<file path="src/rtl/hazard_pkg.sv">
// rtl/hazard_pkg.sv - shared constants and types for the dispatch/issue hazard controller
package hazard_pkg;
  localparam int FU_LDST    = 0;
  localparam int FU_ALU     = 1;
  localparam int NUM_FU_DEF = 3;
  localparam int BR_CNT_W   = 4;

  typedef logic [NUM_FU_DEF-1:0] fu_vec_t;
endpackage

</file>
<file path="src/rtl/sat_counter.sv">
// rtl/sat_counter.sv - up/down counter saturating at 0 and MAX, with clear overriding both
module sat_counter #(
  parameter int W   = 4,
  parameter int MAX = 15
) (
  input  logic         clock,
  input  logic         reset,
  input  logic         inc,
  input  logic         dec,
  input  logic         clr,
  output logic [W-1:0] count
);
  localparam logic [W-1:0] MAX_V = W'(MAX);

  logic [W-1:0] count_d;
  logic [W-1:0] count_q;

  // Simultaneous inc and dec cancel out.
  always_comb begin
    count_d = count_q;
    if (clr) begin
      count_d = '0;
    end else if (inc && !dec && count_q != MAX_V) begin
      count_d = count_q + W'(1);
    end else if (dec && !inc && count_q != '0) begin
      count_d = count_q - W'(1);
    end
  end

  always_ff @(posedge clock or negedge reset) begin
    if (!reset) begin
      count_q <= '0;
    end else begin
      count_q <= count_d;
    end
  end

  assign count = count_q;
endmodule

</file>
<file path="src/rtl/hazard_control_unit.sv">
// rtl/hazard_control_unit.sv - dispatch enables, execute stalls, branch tracking and memory-port
// arbitration with fetch-starvation guard
module hazard_control_unit
  import hazard_pkg::*;
#(
  parameter int NUM_FU     = NUM_FU_DEF,
  parameter int MAX_BR     = 2,
  parameter int STARVE_MAX = 4
) (
  input  logic                clock,
  input  logic                reset,
  input  logic                is_valid_inst,
  input  logic [NUM_FU-1:0]   is_fu_sel,
  input  logic                is_branch,
  input  logic [NUM_FU-1:0]   rs_full,
  input  logic                rob_full,
  input  logic                br_resolve,
  input  logic                br_mispredict,
  input  logic [NUM_FU-1:0]   wr_valid,
  input  logic [NUM_FU-1:0]   wr_written,
  input  logic                acu_wr_mem,
  input  logic                acu_rd_mem,
  input  logic                lb_full,
  input  logic                commit_wr_mem,
  input  logic                lb_read_mem,
  input  logic                dmem_wait,
  output logic [NUM_FU-1:0]   rs_enable,
  output logic                rob_enable,
  output logic [NUM_FU-1:0]   exec_stall,
  output logic [NUM_FU-1:0]   wr_enable,
  output logic                lb_exec_stall,
  output logic                if_enable,
  output logic                if_is_enable,
  output logic                if_is_flush,
  output logic [BR_CNT_W-1:0] br_count
);
  logic [BR_CNT_W-1:0] starve_cnt;
  logic                is_stall;
  logic                mispred;
  logic                dispatch;
  logic                br_inc;
  logic                br_dec;
  logic                br_clr;
  logic                starved;
  logic                mem_hazard;
  logic                fetch_grant;

  always_comb begin
    wr_enable             = ~wr_valid | wr_written;
    exec_stall            = ~wr_enable;
    exec_stall[FU_LDST]   = (acu_wr_mem & ~wr_enable[FU_LDST]) | (acu_rd_mem & lb_full);

    // Only branches are held back by the in-flight limit.
    is_stall = rob_full | (|(is_fu_sel & rs_full))
             | (is_branch & (br_count == BR_CNT_W'(MAX_BR)));
    mispred  = br_resolve & br_mispredict;
    dispatch = is_valid_inst & ~is_stall & ~mispred;

    rs_enable  = dispatch ? is_fu_sel : '0;
    rob_enable = dispatch;

    br_inc = dispatch & is_branch;
    br_dec = br_resolve & ~exec_stall[FU_ALU];
    br_clr = mispred & ~exec_stall[FU_ALU];

    // Stores at commit always win; a starved fetch then beats the load buffer.
    starved     = (starve_cnt == BR_CNT_W'(STARVE_MAX));
    mem_hazard  = commit_wr_mem | (lb_read_mem & ~dmem_wait & ~starved);
    fetch_grant = ~(mem_hazard | is_stall);

    lb_exec_stall = commit_wr_mem | ~wr_enable[FU_LDST] | dmem_wait | (starved & ~commit_wr_mem);
    if_enable     = fetch_grant;
    if_is_enable  = ~is_stall;
    if_is_flush   = mispred | (mem_hazard & ~is_stall);
  end

  sat_counter #(
    .W   (BR_CNT_W),
    .MAX (MAX_BR)
  ) u_br_cnt (
    .clock (clock),
    .reset (reset),
    .inc   (br_inc),
    .dec   (br_dec),
    .clr   (br_clr),
    .count (br_count)
  );

  sat_counter #(
    .W   (BR_CNT_W),
    .MAX (STARVE_MAX)
  ) u_starve_cnt (
    .clock (clock),
    .reset (reset),
    .inc   (mem_hazard & ~is_stall),
    .dec   (1'b0),
    .clr   (fetch_grant),
    .count (starve_cnt)
  );

  a_br_no_underflow : assert property (
    @(posedge clock) disable iff (!reset)
    (br_dec && !br_inc && !br_clr) |-> (br_count != '0)
  );
endmodule
</file>
<file path="config.mk">
export PLATFORM = sky130hd
export DESIGN_NAME = hazard_control_unit
export DESIGN_NICKNAME = d
export VERILOG_FILES = /design/src/rtl/hazard_pkg.sv /design/src/rtl/sat_counter.sv /design/src/rtl/hazard_control_unit.sv
export SDC_FILE = /design/constraint.sdc
export NUM_CORES = 1
export LEC_CHECK = 0
export CAP_MARGIN = 30
export CORE_MARGIN = 2
export CORE_UTILIZATION = 39
export CTS_CLUSTER_SIZE = 20
export DETAILED_ROUTE_END_ITERATION = 10
export PLACE_DENSITY = 0.83
export SLEW_MARGIN = 20
export SYNTH_ARGS = -nofsm -noshare
export SYNTH_HDL_FRONTEND = slang
export SYNTH_SLANG_ARGS = --single-unit
</file>
<file path="constraint.sdc">
create_clock -name clock -period 4.21 [get_ports clock]
set_input_delay 0.842 -clock clock [delete_from_list [all_inputs] [get_ports clock]]
set_output_delay 0.842 -clock clock [all_outputs]
set_load 0.05 [all_outputs]
</file>
[After elaboration in Yosys (flattened, before gate mapping)]
Index checks and enable logic that the tools add are counted.
Storage, ports and cells
  register bits: 8
  output and inout bits: 18
Operators by class
  multiplexer cells: 6
  add/subtract/negate cells: 3
  reduce and logical (&&, ||, !) cells: 10
  bitwise operators: 34
  equality and inequality tests: 5
Operators with widths (number)
  2-to-1 mux 4 bit: 5
  AND 1 bit: 13
  bitwise OR 1 bit: 9
  adder 4 x 1 -> 4 bit (second input constant): 2
  NOT 1 bit: 8
  NOT 3 bit: 2
  logical AND 1 bit: 5
  == test 4 x 2 -> 1 bit (second input constant): 1
  == test 4 x 3 -> 1 bit (second input constant): 1
  inequality test 4 x 2 -> 1 bit (second input constant): 1
  inequality test 4 x 3 -> 1 bit (second input constant): 1
  nonzero test 4 bit: 1
  subtractor 4 x 1 -> 4 bit (second input constant): 1
  AND 3 bit: 1
  2-to-1 mux 3 bit: 1
  bitwise OR 3 bit: 1
  nonzero test 3 bit: 1
  OR reduction 3 bit: 1
  zero test 1 bit: 2
  inequality test 2 x 1 -> 1 bit (second input constant): 1

[Depth between registers and ports, before layout]
  depth after elaboration: 14
  gate-level depth with buffers: 9
  mapped depth without buffers: 9

[Cells and area by module]
From an unflattened synthesis, not the netlist that was laid out.
Second synthesis, totals
  cell total of the unflattened synthesis: 93
  area total of the unflattened synthesis: 877.1 sq um
By module, submodules not included
  sat_counter: area each 336.6 sq um, sequential area each 100.1 sq um, times used 2, cells an instance 29
  hazard_control_unit: area each 203.9 sq um, sequential area each 0.0 sq um, times used 1, cells an instance 35

[Least setup slack after synthesis]
Ideal clock, no wire load.
  kind: input to output
  start: input is_fu_sel[1]
  end: output rs_enable[0]
  buffers on the path: 0
  cell stages on the path: 6
  arrival time: 2731 ps
  data required time: 3368 ps
  slack: 637 ps
  cells stage by stage: a21oi_1 and3_2 nand2_1 inv_1 and3_1 and2_1
On the way
  cells in the longest elaborated chain, start to end: 8
RTL lines
  start: declaration: line hazard_control_unit.sv:13  | input logic [NUM_FU-1:0] is_fu_sel,
  AND 3 bit: line hazard_control_unit.sv:54  | is_stall = rob_full | (|(is_fu_sel & rs_full))
  OR reduction 3 bit: line hazard_control_unit.sv:54
  bitwise OR 1 bit: line hazard_control_unit.sv:54
  bitwise OR 1 bit: line hazard_control_unit.sv:55  | | (is_branch & (br_count == BR_CNT_W'(MAX_BR)));
  NOT 1 bit
  net if_is_enable: line hazard_control_unit.sv:33  | output logic if_is_enable,
  AND 1 bit (2 in a row): line hazard_control_unit.sv:57  | dispatch = is_valid_inst & ~is_stall & ~mispred;
  net rob_enable: line hazard_control_unit.sv:28  | output logic rob_enable,
  2-to-1 mux 3 bit: line hazard_control_unit.sv:59  | rs_enable = dispatch ? is_fu_sel : '0;
  end: declaration: line hazard_control_unit.sv:27  | output logic [NUM_FU-1:0] rs_enable,
The timed path passes the listed nets, and every way through them passes these cells.

[Final worst setup path]
  start: input is_fu_sel[1]
  end: output rob_enable
On the way
  cells in the longest elaborated chain, start to end: 7
RTL lines (line)
  AND 3 bit: hazard_control_unit.sv:54
  OR reduction 3 bit: hazard_control_unit.sv:54
  bitwise OR 1 bit: hazard_control_unit.sv:54
  bitwise OR 1 bit: hazard_control_unit.sv:55
  NOT 1 bit: hazard_control_unit.sv:57
  AND 1 bit (2 in a row): hazard_control_unit.sv:57
  end: declaration: hazard_control_unit.sv:28
No other way between the ends.

==> impl_metrics.toml <==
[outcome]
status = "finished, final reports clean"

[global_route]
met3_usage_pct = 2.75
top_usage_layer = "met2"
met2_usage_pct = 30.0
grt_max_degree = 9
grt_pass1_vias = 724
antenna_found_initial = 0
track_usage_pct = 18.2
grt_pass1_wl_um = 2820
grt_use_met1_pct = 21.9
gr-total-overflow = 0

[finish]
nNetsFinal = 164
finalNonFillerCells = 157
finish.utilization_pct = 68.3
final_cell_mix = "39 x clkdlybuf4s50_1, 12 x inv_1, 8 x nand2_1, 8 x nor2_1, 8 x dfrtp_1"
final_layout_size_suffix_gt1_share_pct = 8.33
final_common_cell = "clkdlybuf4s50_1"
area_delta_synth_final_pct = 65.6
n_antenna_cell = 0

[die]
die_x_um = 46.7
initial_utilization_pct = 41.2
die_height_um = 46.7
ioPinCount = 43
num_rows = 15
coreArea_mm2 = 0.00173
die_area_mm2 = 0.00218

[cts]
clk_pin_slew_ns = 0.05
postCtsHoldBufs = 0
postCtsResizedCells = 0
cts_tree = "built"
clk-insertion-delay-late_ns = 0.25
clock-sinks = 8
cts_buffer_depth = 2
htreeDepth = 1
cts_setup_buffers = 0
cts-root-buf = "clkbuf_4"
cts_buffers = 3

[routing]
vias = 787
drc = 0
wl_per_cell_um = 11.2
route.detailed.vias_per_inst = 5.01
firstDrtPassIters = 4
wl_um = 1770
ant_nets = 0
first_iter_violations = 6

[synthesis]
syn_area_per_cell_um2 = 8.18
synth_fa_ha_area_share_pct = 9.84
synth.area.mux_share_pct = 6.15
ys_seq_area_share_pct = 28.1
yosys.area_share.simple_pct = 32.5
synth_top_family_by_area = "simple AND/OR/NAND/NOR gates"
synth_top_cell_by_area = "dfrtp_1"
ys_ff_latch = 8
synth-compound-area-share_pct = 15.8
synthCells = 87
synth_warnings = 0
ys_types = 35
yosys-top-cells-area = "dfrtp_1 28%, ha_1 7.0%, inv_1 6.3%"
synth.cell_area_um2 = 712
synth_top_cell_area_share_pct = 28.1
syn-num-nets = 117
synthXorXnorAreaFrac_pct = 1.23

[setup_path]
worst_setup_path_end_kind = "output pin"
worst-setup-path-type = "in -> out"
cp.required_ns = 3.37
start_kind = "input port"
cp_data_arrival_time_ns = 2.92
worstPathMaxFanout = 6

[pwr]
seqPwrFrac_pct = 27.6
p_switching_w = 0.000270
p_per_area_mw_per_mm2 = 474
switching_share_pct = 48.4
combPwrFrac_pct = 62.5
power.share.clock_pct = 9.9
p_leak_nw = 0.538
p_int_w = 0.000289
vdd_drop_max_mv = 0.324

[timing]
fin_skew_ns = 0.00254
tns_ns = 0
period_share_pct = 89.4
report.final.hold_viol_count = 0
tightest_slew_ns = 0.589
rsz0062_at_grt = "false"
drv_slew = 0
period_needed_ns = 3.76
clock.fmax_mhz = 266
max-slew-margin-rel_pct = 60.2
setup_viol = 0

[place]
dp_cells = 154
gp_congestion = 0.798
io_buffers = 42
hpwl_um = 1510

[flow_run]
cap_viol_max_count = 0

[worst_hold_path]
hold_path.class = "reg -> reg"
==> kinds of logic (layout without fill, tap and decap cells) <==
| group | after synthesis | count (layout) |
|---|---|---|
| compound gates | 16 | 16 |
| xor+xnor | 1 | 1 |
| fa+ha+maj | 5 | 5 |
| buf+inv | 12 | 57 |
| flops | 8 | 8 |
| mux | 4 | 4 |
| simple gates | 41 | 41 |
==> routing by layer <==
metal	share of wire, %	vias to the layer above
met1	45	361
met3	4.8	4
met5	0	-
met2	49	18
met4	1.3	0
li1	-	404
==> stage by stage <==
stage | worst slack, ns | instance area (um2) | total power (W) | hold WS [ns]
after detailed placement | 0.462 | 1160 | 0.000506 | 0.504
after CTS | 0.444 | 1180 | 0.000566 | 0.512
after floorplan | 0.637 | 712 | 0.000390 | 0.459
after global placement | 0.481 | 1160 | 0.000499 | 0.500
after global routing | 0.298 | 1180 | 0.000613 | 0.527
final | 0.446 | 1180 | 0.000559 | 0.513
==> flip-flops by register name, summed over array words and instances (netlist names) <==
name	flops
u_starve_cnt.count	4
u_br_cnt.count	4
==> critical path, stage by stage <==
cell and delay (ns):
clkdlybuf4s50_1 0.41, a21oi_1 0.18, and3_2 0.22, nand2_1 0.12, inv_1 0.13, and3_1 0.21
clkdlybuf4s50_1 0.81
==> cells in the mapped netlist <==
library cell	number
and3_1	1
and3_2	2
o32a_1	1
nand2_1	8
or3_1	1
and3b_1	1
or4_1	1
and2_1	4
a21o_2	1
nand4_1	1
dfrtp_1	8
a31oi_1	2
o22ai_1	1
fa_1	1
ha_1	4
o31ai_2	1
mux2i_1	1
o31ai_1	2
o31a_1	1
nand2b_1	2
o21ai_0	2
nor2_1	8
a21oi_1	4
nor4b_1	2
mux2_1	3
nor3_1	1
a22o_1	1
inv_1	12
or4b_1	1
nor2b_1	2
nand3b_1	1
nand3_2	1
xor2_1	1
nor4_1	1
nand3_1	3
==> power groups by stage <==
| stage | clock, W | sequential, W | combinational (W) |
|---|---|---|---|
| finish | 0.0000552 | 0.000154 | 0.000349 |
| global route | 0.0000658 | 0.000163 | 0.000384 |
| CTS | 0.0000597 | 0.000154 | 0.000352 |
| detailed placement | 0 | 0.000155 | 0.000351 |
| global placement | 0 | 0.000154 | 0.000346 |
| floorplan | 0 | 0.000212 | 0.000179 |
==> cell type report <==
type	instances	area [um2]
inverters	12	45.0
clock buffers	3	22.5
repair buffers	42	413
flip-flops and latches	8	200
well taps	25	31.3
fillers	158	548
multi-input cells	67	467
==> final timing paths <==
check / depth (start not counted) / slack [ns] / end / start
min reg2reg: 1 / 0.51 / u_starve_cnt.count[3] / u_starve_cnt.count[3]
min: 1 / 0.51 / u_starve_cnt.count[3] / u_starve_cnt.count[3]
max: 7 / 0.45 / rob_enable / is_fu_sel[1]
max reg2reg: 9 / 1.50 / u_br_cnt.count[3] / u_br_cnt.count[0]
max in group asynchronous: 1 / 3.11 / u_br_cnt.count[0] / reset
min in group asynchronous: 1 / 0.86 / u_starve_cnt.count[3] / reset
Note: power is estimated with default switching activity, not from simulation.
